`src/rtl/mem_copy_engine_pkg.sv`:
```
// Shared types and constants for the memory copy/fill engine and its request port.
package mem_copy_engine_pkg;

   typedef enum logic [2:0] {
      StIdle,
      StCheck,
      StRdReq,
      StRdWait,
      StWrReq,
      StWrWait,
      StFin
   } state_e;

   typedef enum logic [1:0] {
      PhIdle,
      PhReq,
      PhRise,
      PhFall
   } phase_e;

   localparam logic [2:0] SignMaskWord = 3'b010;

   localparam logic [1:0] ErrOk      = 2'b00;
   localparam logic [1:0] ErrAlign   = 2'b01;
   localparam logic [1:0] ErrRange   = 2'b10;
   localparam logic [1:0] ErrTimeout = 2'b11;

   // Last byte address touched by a run; one bit wider than an address so it cannot wrap.
   // Only meaningful for len != 0.
   function automatic logic [14:0] last_addr(input logic [13:0] base, input logic [10:0] len);
      logic [10:0] span;
      span = len - 11'd1;
      return {1'b0, base} + {2'b00, span, 2'b00};
   endfunction

endpackage

```
`src/rtl/mem_copy_engine_mem_req_port.sv`:
```
// Single-outstanding memory request port: one-cycle strobe, address/data hold,
// stall rise/fall handshake and per-access timeout.
module mem_req_port
   import mem_copy_engine_pkg::*;
#(
   parameter int unsigned TIMEOUT_CYCLES = 15
) (
   input  logic        clk,
   input  logic        reset,
   input  logic        req_rd,
   input  logic        req_wr,
   input  logic [13:0] req_addr,
   input  logic [31:0] req_wdata,
   input  logic        clk_stall,
   output logic        memread,
   output logic        memwrite,
   output logic [13:0] addr,
   output logic [31:0] write_data,
   output logic [2:0]  sign_mask,
   output logic        ack,
   output logic        timeout
);

   // The stall may be high for at most TIMEOUT_CYCLES - 1 cycles; the cycle it would
   // reach TIMEOUT_CYCLES is the timeout cycle.
   localparam logic [15:0] StallLimit = 16'(TIMEOUT_CYCLES - 1);

   phase_e      phase;
   logic [15:0] stall_cnt;

   assign sign_mask = SignMaskWord;

   always_comb begin
      ack     = 1'b0;
      timeout = 1'b0;
      case (phase)
         PhRise: timeout = !clk_stall || (StallLimit == 16'd0);
         PhFall: begin
            ack     = !clk_stall;
            timeout = clk_stall && (stall_cnt == StallLimit);
         end
         default: ;
      endcase
   end

   always_ff @(posedge clk) begin
      if (reset) begin
         phase      <= PhIdle;
         memread    <= 1'b0;
         memwrite   <= 1'b0;
         addr       <= '0;
         write_data <= '0;
         stall_cnt  <= '0;
      end else begin
         case (phase)
            PhIdle: begin
               if (req_rd || req_wr) begin
                  memread    <= req_rd;
                  memwrite   <= req_wr && !req_rd;
                  addr       <= req_addr;
                  write_data <= req_wdata;
                  phase      <= PhReq;
               end
            end
            PhReq: begin
               memread  <= 1'b0;
               memwrite <= 1'b0;
               phase    <= PhRise;
            end
            PhRise: begin
               if (timeout) begin
                  phase <= PhIdle;
               end else begin
                  stall_cnt <= 16'd1;
                  phase     <= PhFall;
               end
            end
            PhFall: begin
               if (ack || timeout) begin
                  phase <= PhIdle;
               end else begin
                  stall_cnt <= stall_cnt + 16'd1;
               end
            end
            default: phase <= PhIdle;
         endcase
      end
   end

endmodule

```
`src/rtl/mem_copy_engine.sv`:
```
// Word copy / fill engine: validates a command, then moves len words in ascending
// order through a single-outstanding request port.
module mem_copy_engine
   import mem_copy_engine_pkg::*;
#(
   parameter int unsigned TIMEOUT_CYCLES = 15,
   parameter logic [13:0] MAX_ADDR       = 14'h1FFF
) (
   input  logic        clk,
   input  logic        reset,
   input  logic        start,
   input  logic        fill,
   input  logic [13:0] src_addr,
   input  logic [13:0] dst_addr,
   input  logic [10:0] len,
   input  logic [31:0] fill_value,
   output logic        busy,
   output logic        done,
   output logic [1:0]  err,
   output logic [13:0] addr,
   output logic [31:0] write_data,
   output logic        memread,
   output logic        memwrite,
   output logic [2:0]  sign_mask,
   input  logic [31:0] read_data,
   input  logic        clk_stall
);

   state_e      state;
   logic        fill_q;
   logic [13:0] src_q;
   logic [13:0] dst_q;
   logic [10:0] count_q;
   logic [31:0] fill_value_q;
   logic [31:0] data_q;

   logic        req_rd;
   logic        req_wr;
   logic [13:0] req_addr;
   logic [31:0] req_wdata;
   logic        ack;
   logic        timeout;
   logic        misaligned;
   logic        out_of_range;

   always_comb begin
      misaligned   = (dst_q[1:0] != 2'b00) || (!fill_q && (src_q[1:0] != 2'b00));
      out_of_range = 1'b0;
      if (count_q != 11'd0) begin
         out_of_range = (last_addr(dst_q, count_q) > {1'b0, MAX_ADDR}) ||
                        (!fill_q && (last_addr(src_q, count_q) > {1'b0, MAX_ADDR}));
      end
   end

   assign req_rd    = (state == StRdReq);
   assign req_wr    = (state == StWrReq);
   assign req_addr  = req_rd ? src_q : dst_q;
   assign req_wdata = fill_q ? fill_value_q : data_q;

   mem_req_port #(
      .TIMEOUT_CYCLES(TIMEOUT_CYCLES)
   ) u_port (
      .clk        (clk),
      .reset      (reset),
      .req_rd     (req_rd),
      .req_wr     (req_wr),
      .req_addr   (req_addr),
      .req_wdata  (req_wdata),
      .clk_stall  (clk_stall),
      .memread    (memread),
      .memwrite   (memwrite),
      .addr       (addr),
      .write_data (write_data),
      .sign_mask  (sign_mask),
      .ack        (ack),
      .timeout    (timeout)
   );

   always_ff @(posedge clk) begin
      if (reset) begin
         state        <= StIdle;
         busy         <= 1'b0;
         done         <= 1'b0;
         err          <= ErrOk;
         fill_q       <= 1'b0;
         src_q        <= '0;
         dst_q        <= '0;
         count_q      <= '0;
         fill_value_q <= '0;
         data_q       <= '0;
      end else begin
         done <= 1'b0;
         case (state)
            StIdle: begin
               if (start) begin
                  fill_q       <= fill;
                  src_q        <= src_addr;
                  dst_q        <= dst_addr;
                  count_q      <= len;
                  fill_value_q <= fill_value;
                  err          <= ErrOk;
                  busy         <= 1'b1;
                  state        <= StCheck;
               end
            end
            StCheck: begin
               // Alignment outranks the empty-run shortcut, which outranks the range check.
               if (misaligned || count_q == 11'd0 || out_of_range) begin
                  err   <= misaligned ? ErrAlign : (count_q == 11'd0) ? ErrOk : ErrRange;
                  busy  <= 1'b0;
                  done  <= 1'b1;
                  state <= StFin;
               end else begin
                  state <= fill_q ? StWrReq : StRdReq;
               end
            end
            StRdReq: state <= StRdWait;
            StRdWait: begin
               if (timeout) begin
                  err   <= ErrTimeout;
                  busy  <= 1'b0;
                  done  <= 1'b1;
                  state <= StFin;
               end else if (ack) begin
                  data_q <= read_data;
                  state  <= StWrReq;
               end
            end
            StWrReq: state <= StWrWait;
            StWrWait: begin
               if (timeout) begin
                  err   <= ErrTimeout;
                  busy  <= 1'b0;
                  done  <= 1'b1;
                  state <= StFin;
               end else if (ack) begin
                  src_q   <= src_q + 14'd4;
                  dst_q   <= dst_q + 14'd4;
                  count_q <= count_q - 11'd1;
                  if (count_q == 11'd1) begin
                     busy  <= 1'b0;
                     done  <= 1'b1;
                     state <= StFin;
                  end else begin
                     state <= fill_q ? StWrReq : StRdReq;
                  end
               end
            end
            StFin:   state <= StIdle;
            default: state <= StIdle;
         endcase
      end
   end

endmodule

```
`config.mk`:
```
export PLATFORM = sky130hd
export DESIGN_NAME = mem_copy_engine
export DESIGN_NICKNAME = d
export VERILOG_FILES = /design/src/rtl/mem_copy_engine_pkg.sv /design/src/rtl/mem_copy_engine_mem_req_port.sv /design/src/rtl/mem_copy_engine.sv
export SDC_FILE = /design/constraint.sdc
export NUM_CORES = 1
export LEC_CHECK = 0
export ABC_CLOCK_PERIOD_IN_PS = 4950
export CORE_MARGIN = 3
export CORE_UTILIZATION = 40
export CTS_CLUSTER_SIZE = 14
export DETAILED_ROUTE_END_ITERATION = 10
export HOLD_SLACK_MARGIN = 0.03
export SLEW_MARGIN = 5
export SYNTH_ARGS = -nofsm -noshare
export SYNTH_HDL_FRONTEND = slang
export SYNTH_SLANG_ARGS = --single-unit
```
`constraint.sdc`:
```
create_clock -name clk -period 4.95 [get_ports clk]
set_clock_uncertainty 0.2 [all_clocks]
set_input_delay 0.7425 -clock clk [delete_from_list [all_inputs] [get_ports clk]]
set_output_delay 0.7425 -clock clk [all_outputs]
set_load 0.1 [all_outputs]
```
==> impl_metrics.json, run 1 <==
{
  "die_x_um": 153.8,
  "wl_per_cell_um": 16.82,
  "p_int_w": 0.003441,
  "crit_path_frequent_cell": "ha_1",
  "start_util_pct": 41.18,
  "combPwrFrac_pct": 48.3,
  "worstMarginPinSlew_ps": 1068,
  "num_vias": 7978,
  "p_per_area_nw_per_um2": 592.8,
  "worstPathCellList": "inv_1 -> ha_1 -> nand3_1 -> or2_2 -> nor2_1 -> xor2_1 -> ha_1 -> nand4_1 -> a211oi_1 -> nor3_1 -> mux2_4 -> or3_1 -> a311oi_1",
  "overflow": 0,
  "grt_max_degree": 94,
  "fin_tns_setup_ps": 0,
  "yosysUniqueCellTypes": 66,
  "cts_tree": "done",
  "cp_data_required_time_ps": 5090,
  "async_flop_share_pct": 0,
  "area_delta_synth_final_pct": 26.30,
  "maxSlewViolCount": 0,
  "drt.antenna.violating_nets": 0,
  "die_area_um2": 23660,
  "globalplace.congestion": 0.8401,
  "finalNetCount": 1338,
  "drive_gt1_share_pct": 5.551,
  "synth_area_um2": 8738,
  "p_clk_share_pct": 21.6,
  "routed_wl_um": 24930,
  "power_switching_w": 0.003102,
  "maxSlewHeadroom_pct": 28.58,
  "fin_crit_sh_pct": 78.03,
  "rsz0062_at_grt": "false",
  "drcViolationCount": 0,
  "grt_pass1_wl_um": 40080,
  "vias_per_cell": 5.383,
  "ys_ff_latch": 177,
  "yosys.area.top_type": "dfxtp_1",
  "place_hpwl_um": 16870,
  "fillers": 2089,
  "io_buffer_count": 159,
  "antenna_found_initial": 0,
  "yosysSeqAreaShare_pct": 40.55,
  "synth_area_leaders": "dfxtp_1 41%, nand2_1 8.9%, a21oi_1 7.1%, mux2i_1 5.5%, a211oi_1 5.2%",
  "ys.flop_type": "dfxtp_1",
  "clock_latency_ps": 440,
  "coreArea_um2": 21220,
  "final.min_clock_period_ps": 3862,
  "final_cell_area_um2": 11040,
  "path_max_fanout": 7,
  "cts_hold_buf": 0,
  "crit_type": "reg -> reg",
  "antennaDiodeCount": 0,
  "post_cts_buffers": 0,
  "status": "completed",
  "track_usage_pct": 20.78,
  "ios": 163,
  "ctsResizeCount": 0,
  "htree_levels": 4,
  "die_h_um": 153.8,
  "power_leakage_nw": 3.861,
  "finalHoldViolCount": 0,
  "cp_slowest_cell": "or3_1",
  "grt_pass1_vias": 7423,
  "post_dp_cell_area_um2": 10430,
  "cap_violations": 0,
  "fmax_ghz": 0.2589,
  "critPathTopFamily": "simple AND/OR/NAND/NOR gates",
  "cp-start-kind": "register",
  "synthCells": 1079,
  "vdd_drop_max_mv": 0.2674,
  "cts_max_path_buffers": 2,
  "syn_avg_cell_area_um2": 8.099,
  "critPathCaptureType": "register",
  "yosys_warnings": 0,
  "crit_arrival_ps": 4000,
  "cts_buffers": 17,
  "cts_root_buffer": "clkbuf_16",
  "clkSinkCount": 177,
  "setup_viol": 0,
  "drtIter0Drc": 507,
  "fp-row-count": 53,
  "clk_pin_slew_ps": 80,
  "pwr-share-seq_pct": 30.2,
  "crit_buf_inv": 1,
  "yosysTopAreaCellShare_pct": 40.55,
  "synth_edf_count": 0,
  "p_sw_share_pct": 47.41,
  "hp-class": "reg -> reg",
  "drt_pass1_iterations": 6,
  "critPathMaxStageDelay_ps": 420
}
==> power groups by stage <==
stage               clock network, W  registers (W)  logic, W
detailed placement                 0        0.00200   0.00317
global placement                   0        0.00200   0.00316
CTS                          0.00144        0.00197   0.00318
global route                 0.00150        0.00201   0.00342
floorplan                          0        0.00304   0.00135
finish                       0.00141        0.00197   0.00316
==> cells by family (layout without fill, tap and decap cells) <==
| logic type | count (synthesis) | in the layout | share of synthesized area [%] |
|---|---|---|---|
| AOI/OAI and AO/OA | 283 | 283 | 20.46 |
| xor gates and xnor gates | 22 | 22 | 2.205 |
| adders and majority gates | 35 | 35 | 5.183 |
| buffers and inverters | 86 | 213 | 4.424 |
| DFF | 177 | 177 | 40.55 |
| muxes | 49 | 49 | 5.670 |
| other | 2 | 3 | 0.08594 |
| and+or+nand+nor | 425 | 425 | 21.42 |
==> tightest hold or removal path, stage by stage, from the launching register on <==
cell and delay, ps:
dfxtp_1 310, nand2_1 50, a21oi_1 50
==> placed cells by master, fill, tap and decap left out, types with 5 or more instances in the layout <==
cell type,n
o21ai_0,36
a211oi_1,61
nor3_1,7
nor2_1,112
a31oi_1,5
o22ai_1,9
ha_1,33
nand4_1,10
xnor2_1,8
a21o_1,5
and3_1,9
mux2i_1,48
a21oi_1,124
and2_1,5
clkdlybuf4s50_1,158
xor2_1,14
buf_4,11
nand2b_1,6
nor2b_1,6
clkbuf_16,17
nand2_1,206
or3_1,9
inv_1,13
nand3_1,29
dfxtp_1,176
==> synth_stat cells, types with 3 or more instances <==
library cell / instances
o22ai_1: 9
o41ai_1: 3
nand4_1: 10
a31oi_1: 5
dfxtp_1: 177
nand3b_1: 4
o21ai_0: 36
clkbuf_1: 48
buf_4: 4
inv_1: 13
o31ai_1: 4
nor3_1: 7
a21o_1: 5
nand3_1: 29
xnor2_1: 8
nand2b_1: 6
xor2_1: 14
nand2_1: 208
a211oi_1: 61
nor2_1: 114
buf_6: 4
a21oi_1: 124
and2_1: 6
o211ai_1: 3
buf_2: 14
ha_1: 33
mux2i_1: 48
a311oi_1: 3
or3_1: 9
and3_1: 9
a22o_1: 4
a22oi_1: 4
nor2b_1: 6
==> per-layer routing <==
layer / wire length (µm) / vias up / GRT usage (%)
met5: 0 / - / 0
met4: 359 / 0 / 6.056
met3: 1382 / 23 / 3.209
met2: 11420 / 235 / 32.84
met1: 11770 / 3713 / 29.50
li1: - / 4007 / -
==> area by class of cell <==
type / count / area, µm² / area share (%)
clock buffer: 18 / 429.2 / 3.888
clock inverter: 13 / 175.2 / 1.587
inverter: 13 / 48.80 / 0.4421
multi-input combinational: 817 / 4831 / 43.77
sequential: 177 / 3545 / 32.12
tap: 275 / 344.1 / 3.118
timing repair buffer: 169 / 1664 / 15.08
==> registers in the layout (all words and copies together), names as in the netlist, 2 cells and up <==
signal and count:
count_q 11, data_q 32, dst_q 14, err 2
fill_value_q 32, src_q 14, state 3, u_port.addr 14
u_port.phase 2, u_port.stall_cnt 16, u_port.write_data 32
==> worst paths after layout <==
path	slack (ps)	cells past startpoint	startpoint	endpoint
max	1090	13	count_q[0]	busy
min	250	2	data_q[7]	data_q[7]
max reg2reg	1090	13	count_q[0]	busy
min reg2reg	250	2	data_q[7]	data_q[7]
==> metrics by stage <==
stage	hold WS (ps)	cells	power [W]	utilization [%]	setup WS, ps
floorplan	235.7	1080	0.004390	-	1469
global placement	241.0	1451	0.005154	49.16	1268
detailed placement	246.6	1451	0.005172	49.16	1161
CTS	256.0	1482	0.006594	52.01	1130
global route	275.3	1482	0.006932	52.01	762.0
finish	252.4	1482	0.006543	52.01	1088
(Power assumes the default switching activity.)
==> run 2: changes to the inputs <==
- ABC_CLOCK_PERIOD_IN_PS: 4950 -> 3900
- clock period: 4.95 -> 3.9 ns (I/O delays scaled with it)
==> run 2 against run 1 <==
Effect of this change: sequential share of layout area shrank 0.34 points; clock power grew 21%; core utilization grew 0.56 points; cell area grew 1.1%; sequential power grew 26%; first-iteration DRC count shrank 14%; combinational power grew 32%; via count is essentially flat; final cell count grew 0.88%; power grew 28%; maximum frequency grew 2.9%; setup slack lost 940 ps; critical path type unchanged; largest cell class unchanged.
==> impl_metrics.json, run 2 (same netlist as run 1, synthesis figures left out) <==
{
  "cp-start-kind": "register",
  "drtIter0Drc": 437,
  "fin_util_pct": 52.57,
  "maxSlewViolCount": 0,
  "die_x_um": 153.8,
  "crit_arrival_ps": 3890,
  "fmax_ghz": 0.2664,
  "cts_tree": "done",
  "grt_pass1_wl_um": 39760,
  "coreArea_um2": 21220,
  "total_power_w": 0.008374,
  "worstReg2RegStart": "count_q[5]",
  "antennaDiodeCount": 0,
  "cp_data_required_time_ps": 4030,
  "fin_crit_sh_pct": 96.25,
  "mostFrequentLayoutCells": "206 x nand2_1, 176 x dfxtp_1, 158 x clkdlybuf4s50_1",
  "track_usage_pct": 20.56,
  "drt_pass1_iterations": 5,
  "reg.largest.list": "data_q (32), fill_value_q (32), u_port.write_data (32)",
  "cts_root_buffer": "clkbuf_16",
  "cap_violations": 0,
  "r2r-end": "busy",
  "final_common_cell": "nand2_1",
  "fillers": 2023,
  "place_hpwl_um": 17200,
  "vdd_drop_max_mv": 0.3938,
  "critPathCaptureType": "register",
  "clk_pin_slew_ps": 70,
  "crit_type": "reg -> reg",
  "wl_per_cell_um": 16.61,
  "drcViolationCount": 0,
  "finalNonFillerCells": 1495,
  "area_delta_synth_final_pct": 27.66,
  "path_max_fanout": 5,
  "start_util_pct": 41.18,
  "globalplace.congestion": 0.8745,
  "power_leakage_nw": 3.930,
  "die_h_um": 153.8,
  "dp.cells": 1459,
  "final_cell_area_um2": 11160,
  "io_buffer_count": 159,
  "crit_end": "busy",
  "finalNetCount": 1350,
  "htree_levels": 4,
  "setup_viol": 0,
  "grt_pass1_vias": 7377,
  "clkSinkCount": 177,
  "seq_area_um2": 3545,
  "final.min_clock_period_ps": 3754,
  "clock_latency_ps": 430,
  "reg2reg_slack_ps": 150,
  "routed_wl_um": 24830,
  "drive_gt1_share_pct": 6.885,
  "hp-class": "reg -> reg",
  "antenna_found_initial": 0,
  "drt.antenna.violating_nets": 0,
  "multi_input_area_um2": 4850,
  "num_vias": 7980,
  "worstMarginPinSlew_ps": 1047,
  "maxSlewHeadroom_pct": 30.00,
  "startpoint": "count_q[5]",
  "rr_worst_depth": 12,
  "vias_per_cell": 5.338,
  "overflow": 0,
  "fp-row-count": 53,
  "post_dp_cell_area_um2": 10510,
  "p_per_area_nw_per_um2": 750.7,
  "cts_buffers": 17,
  "status": "completed",
  "ios": 163,
  "grt_max_degree": 72,
  "cts_max_path_buffers": 2,
  "finalHoldViolCount": 0,
  "die_area_um2": 23660
}
[run 2: cell count changes in the layout (fill, tap and decap cells not counted), sizes merged]
cell,change
inv,+1
bufinv,-3
buf,+12
clkinv,+6
clkinvlp,-3
[run 2: worst min-delay path by stage]
stage	startpoint	endpoint	depth (start not counted)
3_3_place_gp	fill_value_q[12]	fill_value_q[12]	2
2_1_floorplan	data_q[0]	data_q[0]	2
5_1_grt	data_q[22]	data_q[22]	2
6_report	fill_value_q[8]	fill_value_q[8]	2
4_1_cts	data_q[22]	data_q[22]	2
3_5_place_dp	fill_value_q[15]	fill_value_q[15]	2
[run 2: critical path, cell delays in order, from the launching register on]
cell,delay [ps]
dfxtp_1,360
nor4_4,360
nand3_1,150
or2_2,310
nor2_1,190
xor2_2,230
ha_1,300
nand4_1,140
a211oi_2,70
nor3_1,230
mux2_4,350
or3_1,450
a311oi_2,300
[run 2: final cells by class]
type / instances / share of cell area, %
clock buffers: 18 / 3.937
clock inverters: 14 / 1.458
inverters: 13 / 0.4374
multi-input cells: 817 / 43.47
flip-flops and latches: 177 / 31.77
well taps: 275 / 3.084
repair buffers: 181 / 15.84
[run 2: power by group]
group          switching [W]  internal, W
sequential          0.000321      0.00217
combinational        0.00288      0.00129
clock               0.000832     0.000880
total                0.00404      0.00434
[run 2: metrics by stage]
step | setup WS [ps] | hold slack [ps] | TNS [ps]
2_1_floorplan | 419.1 | 235.7 | 0
3_3_place_gp | 255.9 | 241.4 | 0
3_5_place_dp | 164.8 | 246.1 | 0
4_1_cts | 124.5 | 256.8 | 0
5_1_grt | -101.7 | 267.7 | -101.7
6_report | 146.1 | 255.0 | 0
[run 2: repair_timing]
| item | in CTS | in global routing |
|---|---|---|
| buffers inserted | 0 | 4 |
| setup endpoints to repair | 0 | 2 |
| hold endpoints to repair | 0 | 0 |
| resized for setup | 0 | 3 |
| hold buffers | 0 | 0 |
[run 2: per-layer routing]
| layer | routed length [µm] | vias to the layer above | GRT usage (%) |
|---|---|---|---|
| met5 | 0 | - | 0 |
| met4 | 327 | 0 | 4.878 |
| met3 | 1033 | 21 | 3.631 |
| met2 | 11490 | 186 | 33.07 |
| met1 | 11980 | 3712 | 28.84 |
| li1 | - | 4061 | - |
